[src/rtl/seq_booth_divider.sv]
// rtl/seq_booth_divider.sv - fixed-latency restoring divider, start/done handshake; DIV_SIGNED_EN enables two's complement operands
module seq_booth_divider #(
    parameter int N = 4
) (
    input  logic             clk,
    input  logic             rst_n,
    input  logic             start,
    input  logic [2*N-1:0]   dividend,
    input  logic [N-1:0]     divisor,
    output logic [2*N-1:0]   quotient,
    output logic [N-1:0]     remainder,
    output logic             busy,
    output logic             done,
    output logic             div_by_zero,
    output logic             overflow
);

    localparam int CW = $clog2(2*N);
    localparam logic [CW-1:0] LAST = CW'(2*N-1);

    typedef enum logic [1:0] {IDLE, CALC, FIX} state_t;

    state_t           state;
    state_t           state_nxt;
    logic [CW-1:0]    count;
    logic [2*N-1:0]   p_rem;
    logic [2*N-1:0]   dq;
    logic [N-1:0]     dvs_mag;
    logic             dv_zero;

    logic [2*N-1:0]   dd_mag_in;
    logic [N-1:0]     dv_mag_in;
    logic [2*N-1:0]   q_fix;
    logic [N-1:0]     r_fix;
    logic             ovf_fix;
    logic             q_bit;

    // Partial remainder stays below |divisor|, so upper bits of p_rem are zero
    // for any nonzero divisor and the full-width compare equals the N+1-bit one.
    assign q_bit = ({p_rem, dq[2*N-1]} >= (2*N+1)'(dvs_mag));

`ifdef DIV_SIGNED_EN
    logic sign_dd;
    logic sign_dv;

    assign dd_mag_in = dividend[2*N-1] ? -dividend : dividend;
    assign dv_mag_in = divisor[N-1] ? -divisor : divisor;
    assign q_fix     = (sign_dd ^ sign_dv) ? -dq : dq;
    assign r_fix     = sign_dd ? -p_rem[N-1:0] : p_rem[N-1:0];
    // Magnitude 2^(2N-1) with matching signs is the only unrepresentable quotient.
    assign ovf_fix   = ~(sign_dd ^ sign_dv) & dq[2*N-1];

    // Capture operand signs when a request is accepted.
    always_ff @(posedge clk or negedge rst_n) begin
        if (!rst_n) begin
            sign_dd <= 1'b0;
            sign_dv <= 1'b0;
        end else if (state == IDLE && start) begin
            sign_dd <= dividend[2*N-1];
            sign_dv <= divisor[N-1];
        end
    end
`else
    assign dd_mag_in = dividend;
    assign dv_mag_in = divisor;
    assign q_fix     = dq;
    assign r_fix     = p_rem[N-1:0];
    assign ovf_fix   = 1'b0;
`endif

    // State register.
    always_ff @(posedge clk or negedge rst_n) begin
        if (!rst_n) begin
            state <= IDLE;
        end else begin
            state <= state_nxt;
        end
    end

    // Next-state logic: IDLE -> CALC on start, 2N iterations, one FIX cycle.
    always_comb begin
        state_nxt = state;
        case (state)
            IDLE: if (start) state_nxt = CALC;
            CALC: if (count == LAST) state_nxt = FIX;
            FIX:  state_nxt = IDLE;
            default: state_nxt = IDLE;
        endcase
    end

    // Datapath: operand capture, shift/subtract iteration and result registers.
    always_ff @(posedge clk or negedge rst_n) begin
        if (!rst_n) begin
            count       <= '0;
            p_rem       <= '0;
            dq          <= '0;
            dvs_mag     <= '0;
            dv_zero     <= 1'b0;
            quotient    <= '0;
            remainder   <= '0;
            busy        <= 1'b0;
            done        <= 1'b0;
            div_by_zero <= 1'b0;
            overflow    <= 1'b0;
        end else begin
            busy <= (state_nxt != IDLE);
            done <= (state == FIX);
            case (state)
                IDLE: begin
                    if (start) begin
                        dq      <= dd_mag_in;
                        dvs_mag <= dv_mag_in;
                        dv_zero <= (divisor == '0);
                        p_rem   <= '0;
                        count   <= '0;
                    end
                end
                CALC: begin
                    p_rem <= q_bit ? (2*N)'({p_rem, dq[2*N-1]} - (2*N+1)'(dvs_mag))
                                   : (2*N)'({p_rem, dq[2*N-1]});
                    dq    <= {dq[2*N-2:0], q_bit};
                    count <= count + CW'(1);
                end
                FIX: begin
                    if (dv_zero) begin
                        quotient    <= '0;
                        remainder   <= '0;
                        div_by_zero <= 1'b1;
                        overflow    <= 1'b0;
                    end else begin
                        quotient    <= q_fix;
                        remainder   <= r_fix;
                        div_by_zero <= 1'b0;
                        overflow    <= ovf_fix;
                    end
                end
                default: ;
            endcase
        end
    end

endmodule

[config.mk]
export PLATFORM = sky130hd
export DESIGN_NAME = seq_booth_divider
export DESIGN_NICKNAME = d
export VERILOG_FILES = /design/src/rtl/seq_booth_divider.sv
export SDC_FILE = /design/constraint.sdc
export NUM_CORES = 1
export LEC_CHECK = 0
export CELL_PAD_IN_SITES_DETAIL_PLACEMENT = 0
export CELL_PAD_IN_SITES_GLOBAL_PLACEMENT = 1
export CORE_UTILIZATION = 28
export CTS_BUF_LIST = sky130_fd_sc_hd__clkbuf_8
export CTS_CLUSTER_SIZE = 10
export DETAILED_ROUTE_END_ITERATION = 8
export HOLD_SLACK_MARGIN = 0.1
export PLACE_DENSITY_LB_ADDON = 0.15
export SLEW_MARGIN = 5
export SYNTH_ARGS = -nofsm -noshare
export SYNTH_HDL_FRONTEND = slang
export SYNTH_SLANG_ARGS = --single-unit
export TNS_END_PERCENT = 100
[constraint.sdc]
create_clock -name clk -period 2.1 [get_ports clk]
set_input_delay 0.42 -clock clk [delete_from_list [all_inputs] [get_ports clk]]
set_output_delay 0.42 -clock clk [all_outputs]
set_load 0.005 [all_outputs]
# Word-level counts from Yosys, hierarchy flattened
# Cells that the tools add are included.
# word_totals
word_cells,37
ff_bits,41
# classes
magnitude_cmp,1
mux,13
n_eq_ne,4
n_reduce_logical,6
n_addsub,2
# op_table
cell,n
$mux W8,4
$pmux W8 S2,2
$ge A9 B4 Y1,1
$sub A8 B4 Y8,1
$pmux W3 S2,1
$logic_not A4 Y1,1
$mux W2,2
$mux W4,1
$pmux W2 S2,1
$reduce_and A2 Y1,2
$reduce_bool A2 Y1,2
$add A3 B1 Y3 const B,1
$eq A3 B3 Y1 const B,1
$mux W3,1
$eq A2 B1 Y1 const B,1
$eq A2 B2 Y1 const B,1
$logic_not A2 Y1,1
$ne A2 B2 Y1 const B,1
$mux W1,1

# Logic depth before layout (Yosys ltp)
# Gate-level depths: netlist of the first run.
# depth
depth_word,4
mapped_depth,8

# Worst setup path before layout of the first run
# Ideal clock, no wire load.
# synth_timing
path_kind,flip-flop to flip-flop
from,reg p_rem[1]
to,reg p_rem[6]
setup_time_ns,0.137
stages_incl_launch_ff,7
setup_slack_ns,0.236
synth_period_minus_slack_ns,1.864
arrival_ns,1.727
n_path_buf,0
path_cell_list,dfrtp_1 > ha_1 > nor2b_1 > o21ai_1 > or4b_1 > a32oi_1 > o41ai_1
# synth_between
elab_chain_cells,3
word_cells_on_any_way,4
# synth_lines
element,line,text
start: declaration,26,logic [2*N-1:0] p_rem;
start signal: assignment,119,"p_rem <= q_bit ? (2*N)'({p_rem, dq[2*N-1]} - (2*N+1)'(dvs_mag))"
$sub A8 B4 Y8 / $ge A9 B4 Y1 (equally long branches),"119, 40",
$mux W8 (*),119,
$pmux W8 S2 (*),108,case (state)
# Every way passes the cells marked *; elsewhere a longest branch is shown, timed or not.
# A chain may end at the register's enable or synchronous reset.

# Worst setup path in the final report of the first run
# Same ends and word-level chain as after synthesis.

==> impl_metrics.json, run 1 <==
{
  "ys_types": 35,
  "async_flop_share_pct": 100.0,
  "vias": 1454,
  "worstSetupPathType": "flip-flop to flip-flop",
  "grt_max_degree": 24,
  "clockRootBuffer": "clkbuf_8",
  "postPlaceCellArea_sq_um": 2372,
  "power.leakage_nw": 1.116,
  "peakVddDrop_uv": 480.8,
  "crit_family": "simple AND/OR/NAND/NOR gates",
  "num_antenna_cells": 0,
  "period_share_pct": 94.59,
  "final_cell_area_sq_um": 2544,
  "io_pins": 31,
  "fin_nets": 250,
  "die_w_microns": 85.57,
  "gp_congestion": 0.7772,
  "route.detailed.drc": 0,
  "clk_path_buf_depth": 2,
  "crit_path_start_kind": "flip-flop",
  "synth_top_family_by_area": "simple AND/OR/NAND/NOR gates",
  "vias_per_cell": 4.706,
  "antenna_left": 0,
  "syn_inst": 191,
  "core_area_sq_um": 6756,
  "reg2reg_slack_ns": 0.11,
  "cts_max_level": 2,
  "cts.clk_slew.worst_paths_ns": 0.08,
  "hp-class": "flip-flop to flip-flop",
  "avgSynthCellArea_sq_um": 10.24,
  "routedWlPerCell_microns": 13.54,
  "synthAdderAreaFrac_pct": 4.862,
  "ys_warn_count": 0,
  "synthFlopType": "dfrtp_1",
  "rows": 30,
  "cp_max_fo": 5,
  "cp.required_ns": 2.27,
  "relSlewSlack_pct": 66.58,
  "dieHeight_microns": 85.57,
  "syn2layout_area_growth_pct": 30.07,
  "drt-pass1-iter-count": 4,
  "routed_wirelength_microns": 4183,
  "drive_gt1_share_pct": 14.85,
  "worst_pin_slew_ns": 0.5013,
  "period_minus_slack_ns": 1.986,
  "synth_simple_gate_area_share_pct": 17.21,
  "max_freq_ghz": 0.5034,
  "clkSinkCount": 41,
  "cap_violations": 0,
  "synth-compound-area-share_pct": 14.01,
  "cts_tree": "built",
  "grt_overflow": 0,
  "powerDensity_nw_per_um2": 1533,
  "fin_skew_ns": 0.002851,
  "outcome": "finished, final reports clean",
  "cp_num_buf_inv": 0,
  "crit_arrival_ns": 2.16,
  "synthXorXnorAreaFrac_pct": 0.8957,
  "synthMuxAreaShare_pct": 6.334,
  "port_buffers": 29,
  "antenna_found_initial": 0,
  "synth_seq_cells": 41,
  "reg2reg_from": "p_rem[1]",
  "final_util_pct": 37.65,
  "seq_area_frac_synth_pct": 52.46,
  "clock_latency_ns": 0.29,
  "synth_edf_count": 0,
  "track_usage_pct": 12.74,
  "dieArea_sq_um": 7322,
  "holdCritStartpoint": "remainder[2]",
  "end_kind": "flip-flop",
  "synth_fp_nets": 213,
  "start_util_pct": 28.94,
  "drtIter0Drc": 83,
  "grt_pass1_vias": 1404,
  "grt_pass1_wl_microns": 7127,
  "timing.critical_path.slowest_cell_delay_ns": 0.48,
  "dp_hpwl_microns": 2942,
  "syn_area_sq_um": 1956,
  "path_cells": "ha_1, nor2b_1, o21ai_2, or4b_4, a32oi_1, o41ai_1",
  "hold_end": "remainder[2]",
  "slowest_stage": "or4b_4",
  "ff2ff_path_depth": 6,
  "total_power_w": 0.003899,
  "r2r-end": "p_rem[6]",
  "hold_viol": 0,
  "cts_made_buffers": 5,
  "setup_viol": 0,
  "holdPathStages": 2,
  "maxSlewViolCount": 0
}
==> timing repair <==
item / in CTS / in global routing
hold endpoints to repair: 19 / 0
resized for setup: 0 / 7
setup endpoints to repair: 0 / 6
hold buffers: 1 / 0
buffers inserted: 0 / 2
==> tightest hold or removal path: cells and delay by family (launching register included) <==
family | cells | cell delay (ns)
flops | 1 | 0.35
simple gates | 1 | 0.05
compound gates | 1 | 0.05
==> cells in the final DEF, fill, tap and decap left out, types with 2 or more instances in the layout <==
cell / count
mux2i_1: 9
mux2_2: 3
buf_4: 10
clkdlybuf4s50_1: 28
o311ai_0: 2
inv_1: 7
a22o_1: 2
o21ai_0: 25
nor4_2: 2
a21oi_1: 5
o31ai_1: 2
nand2b_1: 13
o21ai_1: 2
dfrtp_1: 41
nand2_1: 29
nor2b_1: 2
xnor2_1: 2
nand3_1: 2
nor2_1: 7
clkbuf_8: 6
a32oi_1: 3
ha_1: 5
==> through the flow <==
stage,hold slack (ns),setup TNS [ns],std cells,setup WS [ns]
2_1_floorplan,0.1244,0,191,0.2356
3_3_place_gp,0.4207,0,298,0.1206
3_5_place_dp,0.4115,0,298,0.09583
4_1_cts,0.4881,0,307,0.06209
5_1_grt,0.5019,-0.001197,309,-0.001197
6_report,0.4786,0,309,0.1136
==> flip-flops by register name, summed over array words and instances, names as in the netlist <==
name and flops:
dv_zero 1, p_rem 8, div_by_zero 1, done 1, quotient 8, dvs_mag 4, count 3, busy 1
remainder 4, state 2, dq 8
==> power breakdown <==
group	internal [W]	switching [W]	leakage (nW)
clock	0.000387	0.000286	0.0574
combinational	0.000943	0.000843	0.551
sequential	0.00114	0.000299	0.508
total	0.00247	0.00143	1.12
==> cells by family after synthesis <==
family	after synthesis
compound gates	46
xor+xnor	2
fa+ha+maj	7
buf+inv	19
flops	41
mux	12
other cells	1
simple gates	63
==> metal layers <==
layer | track usage [%] | vias up | wire [microns]
li1 | - | 735 | -
met5 | 0 | - | 0
met2 | 18.55 | 30 | 1815
met3 | 3.272 | 4 | 154
met4 | 4.545 | 0 | 48
met1 | 18.31 | 685 | 2164
==> Yosys cell counts (3+ instances only) <==
library cell	count	area, sq um
a32oi_1	3	26.28
nand2b_1	13	81.33
nand2_1	29	108.9
ha_1	6	75.07
o21ai_1	3	15.01
dfrtp_1	41	1026
o21ai_0	25	125.1
a21oi_1	5	25.02
clkbuf_1	7	26.28
buf_2	3	15.01
mux2i_1	9	90.09
mux2_2	3	33.78
inv_1	8	30.03
nor2_1	7	26.28
==> worst max-delay path by stage <==
| stage | from | to | slack (ns) | depth (start not counted) |
|---|---|---|---|---|
| after floorplan | p_rem[1] | p_rem[6] | 0.24 | 6 |
| after global placement | p_rem[1] | p_rem[2] | 0.12 | 6 |
| after detailed placement | p_rem[1] | p_rem[6] | 0.1 | 6 |
| after CTS | dq[7] | p_rem[6] | 0.06 | 8 |
| after global routing | dq[7] | p_rem[6] | -0.001 | 8 |
| final | p_rem[1] | p_rem[6] | 0.11 | 6 |
==> cell type report <==
| cell class | count | area (sq um) |
|---|---|---|
| Tap cell | 80 | 100.1 |
| Clock buffer | 6 | 82.58 |
| Sequential cell | 41 | 1026 |
| Fill cell | 672 | 4213 |
| Timing Repair Buffer | 41 | 390.4 |
| Inverter | 8 | 30.03 |
| Multi-Input combinational cell | 131 | 877.1 |
| Clock inverter | 2 | 37.54 |
No activity file was read; power rests on OpenSTA's default activity.
==> inputs of run 2 (changes only) <==
--- a/config.mk
+++ b/config.mk
@@ -13,7 +13,6 @@
 export DETAILED_ROUTE_END_ITERATION = 8
 export HOLD_SLACK_MARGIN = 0.1
 export PLACE_DENSITY_LB_ADDON = 0.15
-export SLEW_MARGIN = 5
 export SYNTH_ARGS = -nofsm -noshare
 export SYNTH_HDL_FRONTEND = slang
 export SYNTH_SLANG_ARGS = --single-unit
==> results of run 2 <==
Same layout as run 1: the final DEF is identical, and so are final timing and power.
==> inputs of run 3 (changes only) <==
--- a/config.mk
+++ b/config.mk
@@ -11,6 +11,7 @@
 export CTS_BUF_LIST = sky130_fd_sc_hd__clkbuf_8
 export CTS_CLUSTER_SIZE = 10
 export DETAILED_ROUTE_END_ITERATION = 8
+export DONT_BUFFER_PORTS = 1
 export HOLD_SLACK_MARGIN = 0.1
 export PLACE_DENSITY_LB_ADDON = 0.15
 export SYNTH_ARGS = -nofsm -noshare
==> run 3 against run 2 <==
Combinational power fell by 8%. Count of clock-buffer cells in the layout unchanged. Clock skew grew 0.0031 ns. Critical endpoint unchanged. Largest cell class unchanged.
==> impl_metrics.json, run 3 (synthesized netlist as in run 1, its figures left out) <==
{
  "outcome": "finished, final reports clean",
  "hold_viol": 0,
  "grt_max_degree": 42,
  "setup_viol": 0,
  "num_antenna_cells": 0,
  "drtIter0Drc": 34,
  "period_minus_slack_ns": 1.985,
  "fin_skew_ns": 0.005986,
  "vias": 1369,
  "grt_pass1_wl_microns": 6879,
  "top_layer": "met4",
  "crit_path_start_kind": "flip-flop",
  "syn2layout_area_growth_pct": 16.57,
  "rows": 30,
  "cap_violations": 0,
  "p_int_w": 0.002352,
  "fin_cells": 280,
  "grt_overflow": 0,
  "drt-pass1-iter-count": 4,
  "cp_num_buf_inv": 1,
  "die_w_microns": 85.57,
  "cts_tree": "built",
  "r2r-end": "p_rem[6]",
  "hold_end": "dvs_mag[2]",
  "power.leakage_nw": 1.009,
  "p_switching_w": 0.001402,
  "maxSlewViolCount": 0,
  "final_cell_area_sq_um": 2280,
  "reg2reg_slack_ns": 0.12,
  "holdPathStages": 2,
  "start_util_pct": 28.94,
  "powerDensity_nw_per_um2": 1647,
  "postPlaceCellArea_sq_um": 2067,
  "grt_pass1_vias": 1343,
  "num-fill-cells": 684,
  "max_freq_ghz": 0.5038,
  "fin_nets": 221,
  "swShare_pct": 37.35,
  "clkSinkCount": 41,
  "routedLengthMet1_microns": 1934,
  "cts_max_level": 2,
  "clock_latency_ns": 0.30,
  "layout_common_cells": "41 x dfrtp_1, 29 x nand2_1, 24 x o21ai_0",
  "dr_wl_met3_microns": 192,
  "vias_per_cell": 4.889,
  "drive_gt1_share_pct": 16.00,
  "track_usage_pct": 12.26,
  "cts.clk_slew.worst_paths_ns": 0.07,
  "period_share_pct": 94.52,
  "cp_max_fo": 3,
  "crit_arrival_ns": 2.15,
  "antenna_left": 0,
  "cts_made_buffers": 5,
  "clk_path_buf_depth": 2,
  "dieArea_sq_um": 7322,
  "pwr-share-seq_pct": 38.9,
  "setup_tns_ns": 0,
  "dp.cells": 268,
  "reg2reg_from": "dq[7]",
  "path_cells": "inv_1, ha_4, fa_2, nor2b_1, o21ai_2, or4b_4, a32oi_1, o41ai_1",
  "largestRegisters": "dq x8, p_rem x8, quotient x8",
  "io_pins": 31,
  "dieHeight_microns": 85.57,
  "end_kind": "flip-flop",
  "cp.required_ns": 2.27,
  "worstSetupPathType": "flip-flop to flip-flop",
  "routedWlPerCell_microns": 14.55,
  "power.share.combinational_pct": 43.7,
  "gp_congestion": 0.7722,
  "antenna_found_initial": 0,
  "peakVddDrop_uv": 413.3,
  "pwr-share-clk_pct": 17.4,
  "core_area_sq_um": 6756,
  "wl_met2_microns": 1875,
  "final_util_pct": 33.74,
  "route.detailed.drc": 0,
  "port_buffers": 0,
  "final_common_cell": "dfrtp_1",
  "clockRootBuffer": "clkbuf_8",
  "timing.critical_path.slowest_cell_delay_ns": 0.49,
  "slowest_stage": "or4b_4",
  "hp-class": "input pin to flip-flop",
  "crit_family": "simple AND/OR/NAND/NOR gates",
  "ff2ff_path_depth": 8,
  "holdWs_ns": 0.2507,
  "routed_wirelength_microns": 4073,
  "holdCritStartpoint": "divisor[2]",
  "dp_hpwl_microns": 2888
}
[run 3: how the worst max path moves through the flow]
stage                     startpoint  endpoint  slack (ns)  depth (start not counted)
after floorplan             p_rem[1]  p_rem[6]        0.24                          6
after global placement         dq[7]  p_rem[6]        0.06                          8
after detailed placement    p_rem[1]  p_rem[3]        0.03                          7
after CTS                   p_rem[1]  p_rem[3]        0.01                          7
after global routing           dq[7]  p_rem[6]       -0.01                          8
final                          dq[7]  p_rem[6]        0.12                          8
[run 3: area by class of cell]
cell class / count / area [sq um] / share of cell area, %
Clock buffer: 6 / 82.58 / 3.622
Clock inverter: 2 / 33.78 / 1.482
Inverter: 8 / 30.03 / 1.317
Multi-Input combinational cell: 131 / 902.1 / 39.57
Sequential cell: 41 / 1026 / 45.01
Tap cell: 80 / 100.1 / 4.391
Timing Repair Buffer: 12 / 105.1 / 4.610
[run 3: through the flow]
step	total power, W	setup WS [ns]
after floorplan	0.002521	0.2356
after global placement	0.002893	0.06230
after detailed placement	0.002913	0.02748
after CTS	0.003613	0.01397
after global routing	0.004105	-0.01365
final	0.003754	0.1150
[run 3: repair_timing]
action / CTS / global route
hold buffers: 2 / 0
buffers inserted: 0 / 2
endpoints found under the setup margin: 0 / 3
hold endpoints to repair: 41 / 0
gates resized for setup: 0 / 9
[run 3: metal layers]
metal  track usage [%]  vias to the layer above
met5                 0                        -
met4             5.000                        0
met3             5.005                        5
met2             18.91                       28
met1             15.25                      660
li1                  -                      676
[run 3: power by group through the flow]
stage	Sequential, W	Combinational, W	Clock, W
after floorplan	0.00135	0.00117	0
after global placement	0.00147	0.00143	0
after detailed placement	0.00148	0.00144	0
after CTS	0.00146	0.00147	0.000679
after global routing	0.00152	0.00188	0.000705
final	0.00146	0.00164	0.000652
